`config.mk`:
```
export PLATFORM = sky130hd
export DESIGN_NAME = univ_shift_reg
export DESIGN_NICKNAME = d
export VERILOG_FILES = /design/src/rtl/univ_shift_reg_pkg.sv /design/src/rtl/univ_shift_reg_shift_step.sv /design/src/rtl/univ_shift_reg.sv
export SDC_FILE = /design/constraint.sdc
export NUM_CORES = 1
export LEC_CHECK = 0
export ABC_AREA = 1
export ABC_CLOCK_PERIOD_IN_PS = 2600
export BUFFER_PORTS_ARGS = -buffer_cell sky130_fd_sc_hd__buf_2
export CORE_MARGIN = 1
export CORE_UTILIZATION = 35
export CTS_BUF_LIST = sky130_fd_sc_hd__clkbuf_4
export CTS_CLUSTER_SIZE = 16
export DETAILED_ROUTE_END_ITERATION = 10
export HOLD_SLACK_MARGIN = 0.02
export SETUP_SLACK_MARGIN = 0.2
export SLEW_MARGIN = 20
export SYNTH_ARGS = -nofsm -noshare
export SYNTH_HDL_FRONTEND = slang
export SYNTH_SLANG_ARGS = --single-unit
```
`constraint.sdc`:
```
create_clock -name clk -period 2.6 [get_ports clk]
set_clock_uncertainty 0.15 [all_clocks]
set_input_delay 0.13 -clock clk [delete_from_list [all_inputs] [get_ports clk]]
set_output_delay 0.13 -clock clk [all_outputs]
set_load 0.005 [all_outputs]
```
`src/rtl/univ_shift_reg_pkg.sv`:
```
// Shared definitions for the universal shift register: operation codes,
// sequencer states and the shift/rotate classifier.
package univ_shift_reg_pkg;

   typedef enum logic [2:0] {
      OP_HOLD = 3'd0,
      OP_LOAD = 3'd1,
      OP_SHL  = 3'd2,
      OP_SHR  = 3'd3,
      OP_ROL  = 3'd4,
      OP_ROR  = 3'd5,
      OP_ASR  = 3'd6,
      OP_CLR  = 3'd7
   } op_e;

   typedef enum logic {
      ST_IDLE = 1'b0,
      ST_RUN  = 1'b1
   } state_e;

   function automatic logic is_shift_op(input logic [2:0] op);
      return op inside {OP_SHL, OP_SHR, OP_ROL, OP_ROR, OP_ASR};
   endfunction

endpackage

```
`src/rtl/univ_shift_reg_shift_step.sv`:
```
// Combinational single-step datapath: next register value and the bit
// pushed out by a shift or rotate.
module univ_shift_reg_shift_step
   import univ_shift_reg_pkg::*;
#(
   parameter int unsigned WIDTH = 8
) (
   input  logic [WIDTH-1:0] q_i,
   input  logic [2:0]       op_i,
   input  logic             sin_i,
   input  logic [WIDTH-1:0] din_i,
   output logic [WIDTH-1:0] next_q_o,
   output logic             out_bit_o
);

   always_comb begin
      next_q_o  = q_i;
      out_bit_o = 1'b0;
      case (op_e'(op_i))
         OP_LOAD: next_q_o = din_i;
         OP_SHL: begin
            next_q_o  = {q_i[WIDTH-2:0], sin_i};
            out_bit_o = q_i[WIDTH-1];
         end
         OP_SHR: begin
            next_q_o  = {sin_i, q_i[WIDTH-1:1]};
            out_bit_o = q_i[0];
         end
         OP_ROL: begin
            next_q_o  = {q_i[WIDTH-2:0], q_i[WIDTH-1]};
            out_bit_o = q_i[WIDTH-1];
         end
         OP_ROR: begin
            next_q_o  = {q_i[0], q_i[WIDTH-1:1]};
            out_bit_o = q_i[0];
         end
         OP_ASR: begin
            next_q_o  = {q_i[WIDTH-1], q_i[WIDTH-1:1]};
            out_bit_o = q_i[0];
         end
         OP_CLR:  next_q_o = '0;
         default: ;
      endcase
   end

endmodule

```
`src/rtl/univ_shift_reg.sv`:
```
// Universal WIDTH-bit register with per-cycle ops and a multi-step
// shift/rotate engine reporting busy/done.
module univ_shift_reg
   import univ_shift_reg_pkg::*;
#(
   parameter int unsigned WIDTH = 8,
   parameter int unsigned AMT_W = 4
) (
   input  logic             clk,
   input  logic             rst,
   input  logic             en,
   input  logic [2:0]       op,
   input  logic [WIDTH-1:0] din,
   input  logic             sin,
   input  logic             start,
   input  logic [AMT_W-1:0] amt,
   output logic [WIDTH-1:0] q,
   output logic             sout,
   output logic             busy,
   output logic             done
);

   localparam logic [AMT_W-1:0] CNT_ONE = AMT_W'(1);

   state_e           state_q;
   op_e              run_op_q;
   logic [AMT_W-1:0] cnt_q;
   logic [WIDTH-1:0] q_q;
   logic             sout_q;
   logic             busy_q;
   logic             done_q;

   logic [2:0]       step_op_d;
   logic [WIDTH-1:0] step_q_d;
   logic             step_bit_d;

   // While running, the latched op drives the datapath; live op is ignored.
   assign step_op_d = (state_q == ST_RUN) ? run_op_q : op;

   univ_shift_reg_shift_step #(
      .WIDTH(WIDTH)
   ) u_shift_step (
      .q_i      (q_q),
      .op_i     (step_op_d),
      .sin_i    (sin),
      .din_i    (din),
      .next_q_o (step_q_d),
      .out_bit_o(step_bit_d)
   );

   always_ff @(posedge clk or posedge rst) begin
      if (rst) begin
         state_q  <= ST_IDLE;
         run_op_q <= OP_HOLD;
         cnt_q    <= '0;
         q_q      <= '0;
         sout_q   <= 1'b0;
         busy_q   <= 1'b0;
         done_q   <= 1'b0;
      end else begin
         done_q <= 1'b0;
         if (en) begin
            if (state_q == ST_RUN) begin
               q_q    <= step_q_d;
               sout_q <= step_bit_d;
               cnt_q  <= cnt_q - CNT_ONE;
               if (cnt_q == CNT_ONE) begin
                  busy_q  <= 1'b0;
                  done_q  <= 1'b1;
                  state_q <= ST_IDLE;
               end
            end else if (start && is_shift_op(op)) begin
               if (amt == '0) begin
                  done_q <= 1'b1;
               end else begin
                  q_q    <= step_q_d;
                  sout_q <= step_bit_d;
                  if (amt == CNT_ONE) begin
                     done_q <= 1'b1;
                  end else begin
                     run_op_q <= op_e'(op);
                     cnt_q    <= amt - CNT_ONE;
                     busy_q   <= 1'b1;
                     state_q  <= ST_RUN;
                  end
               end
            end else begin
               q_q <= step_q_d;
               if (is_shift_op(op)) sout_q <= step_bit_d;
            end
         end
      end
   end

   assign q    = q_q;
   assign sout = sout_q;
   assign busy = busy_q;
   assign done = done_q;

endmodule

```
==> flow_metrics.env <==
export IMPL_drc=0
export IMPL_synthDominantAreaCellType="dfrtp_1"
export IMPL_critPathCaptureType="register"
export IMPL_tns_ns=0
export IMPL_viasPerCell=4.49
export IMPL_postCtsSetupRepairBufs=0
export IMPL_synth_top_area_share_pct=33.6
export IMPL_cts_buffer_depth=2
export IMPL_finalSetupViolCount=0
export IMPL_status="finished, final reports clean"
export IMPL_antenna_found_initial=0
export IMPL_synthArstFlopShare_pct=100
export IMPL_synth_cell_area_sq_um=1420
export IMPL_initialDrtViolationCount=76
export IMPL_p_switching_uw=863
export IMPL_cp_data_required_time_ns=2.61
export IMPL_dpl_worst_slack_ns=0.890
export IMPL_power_density_nw_per_um2=1010
export IMPL_p_leak_nw=0.962
export IMPL_synth_distinct_cells=25
export IMPL_cts_hold_buf=12
export IMPL_p_seq_share_pct=30.8
export IMPL_arrival_ns=1.92
export IMPL_grt_pass1_vias=1267
export IMPL_dp_final_hpwl_um=2320
export IMPL_cts_resized=0
export IMPL_gr_total_overflow=0
export IMPL_synth_fp_nets=232
export IMPL_wire_per_inst_um=10.3
export IMPL_yosysWarnings=0
export IMPL_pwr_share_comb_pct=59.9
export IMPL_start_util_pct=37.6
export IMPL_fin_ws_ns=0.689
export IMPL_synth_top_flop_cell="dfrtp_1"
export IMPL_htreeDepth=1
export IMPL_postSynthAreaPerCell_sq_um=6.84
export IMPL_critPathLaunchType="input port"
export IMPL_antenna_cells=0
export IMPL_cp_max_fo=8
export IMPL_p_int_uw=896
export IMPL_cts_tree="yes"
export IMPL_cts_root_buf="clkbuf_4"
export IMPL_clkLatencyLatePin_ns=0.30
export IMPL_numPortBuffers=30
export IMPL_grt_max_degree=20
export IMPL_gp_congestion=0.746
export IMPL_grtUsageTotal_pct=16.2
export IMPL_pwr_share_clk_pct=9.3
export IMPL_maxSlewViolCount=0
export IMPL_dieArea_sq_um=4310
export IMPL_finalCriticalPeriod_ns=1.91
export IMPL_firstDrtPassIters=4
export IMPL_synth_edff_count=0
export IMPL_rsz0062_at_grt="false"
export IMPL_vias=1337
export IMPL_die_x_um=65.6
export IMPL_final_common_cell="nand2_1"
export IMPL_synthToLayoutAreaGrowth_pct=23.1
export IMPL_post_route_period_util_pct=73.5
export IMPL_nets=276
export IMPL_layout_common_cells="73 x nand2_1, 30 x buf_2, 23 x nor2_1, 22 x inv_1, 19 x dfrtp_1"
export IMPL_p_total_mw=1.76
export IMPL_hold_ws_ns=0.0261
export IMPL_p_sw_share_pct=49.1
export IMPL_clkTransAtPathRegs_ns=0.12
export IMPL_die_y_um=65.6
export IMPL_netlist_instances=207
export IMPL_ys_seq_area_share_pct=33.6
export IMPL_drive_above_1_share_pct=22.0
export IMPL_core_sq_um=3770
export IMPL_routed_wl_um=3070
export IMPL_min_path_type="input port to register"
export IMPL_synth_area_leaders="dfrtp_1 34%, nand2_1 19%, nor2_1 6.1%, inv_1 5.8%, o21ai_0 4.9%"
export IMPL_max_vdd_ir_drop_uv=359
export IMPL_final_util_pct=46.2
export IMPL_ant_nets=0
export IMPL_max_freq_mhz=523
export IMPL_grt_pass1_wl_um=5420
export IMPL_hold_viol=0
export IMPL_worstSetupPathType="input port to register"
export IMPL_synth_seq_cells=19
export IMPL_cts_sinks=19
export IMPL_maxCapViolCount=0
export IMPL_worst_pin_slew_ns=0.746
export IMPL_ios=31
export IMPL_cts_buffers=3
export IMPL_max_slew_margin_pct=50.2
export IMPL_num_rows=22
## flip-flops by register name (all words and copies together) (netlist names)
register,count
sout,1
run_op_q,3
q,8
state_q,1
busy,1
cnt_q,4
done,1
## power groups by stage
stage          Clock, mW  Sequential, mW  Combinational [mW]
2_1_floorplan          0           0.528               0.846
3_3_place_gp           0           0.548                1.04
3_5_place_dp           0           0.546                1.05
4_1_cts            0.171           0.541                1.07
5_1_grt            0.181           0.560                1.24
6_report           0.163           0.541                1.05
## cell usage after synthesis (2+ instances only)
master,count
nand2_1,73
nor2_1,23
inv_1,22
dfrtp_1,19
o21ai_0,14
nand3_1,10
a21oi_1,9
nand2_2,8
ha_1,5
buf_6,3
nor2_2,3
inv_2,2
nand3_4,2
nand3b_1,2
xor2_1,2
## cell families after synthesis
kind of cell	Yosys count	synth area share, %
adders and majority gates	5	4.42
and+or+nand+nor	126	40.9
AOI/OAI and AO/OA	25	9.28
xor gates and xnor gates	3	1.86
buffers and inverters	28	9.28
DFF	19	33.6
muxes	1	0.707
## stage by stage
stage	instance area, sq um	cells
2_1_floorplan	1420	207
3_3_place_gp	1590	282
3_5_place_dp	1590	282
4_1_cts	1740	298
5_1_grt	1740	298
6_report	1740	298
## path summary, 6_finish.rpt
check | from | slack, ns | endpoint | depth (start not counted)
min reg2reg | busy$_DFFE_PP0P_ | 0.33 | busy$_DFFE_PP0P_ | 2
max | amt[0] | 0.69 | cnt_q[2]$_DFFE_PP0P_ | 9
max reg2reg | state_q$_DFFE_PP0P_ | 0.89 | q[6]$_DFFE_PP0P_ | 9
max in group asynchronous | rst | 1.49 | run_op_q[1]$_DFFE_PP0P_ | 3
min in group asynchronous | rst | 0.34 | q[6]$_DFFE_PP0P_ | 3
min | din[3] | 0.03 | q[3]$_DFFE_PP0P_ | 5
## worst max-delay path, cell delays in order
cell,delay [ns]
dlygate4sd3_1,0.52
buf_2,0.12
inv_1,0.06
ha_1,0.20
nor2_1,0.09
nor2_1,0.07
nand3b_1,0.18
a21oi_1,0.42
o21ai_0,0.14
## layout make-up
type	instances	area (sq um)
Inverter	24	90.1
Timing Repair Buffer	43	278
Sequential cell	19	475
Multi-Input combinational cell	160	810
Fill cell	410	2030
Clock buffer	4	30.0
Tap cell	48	60.1
## metal layers
| layer | vias to the layer above | track usage, % | routed length, um |
|---|---|---|---|
| met4 | 0 | 5.71 | 27 |
| met1 | 589 | 22.4 | 1600 |
| met3 | 2 | 2.26 | 94 |
| li1 | 728 | - | - |
| met2 | 18 | 25.5 | 1350 |
| met5 | - | 0 | 0 |
No activity file was read; power rests on OpenSTA's default activity.
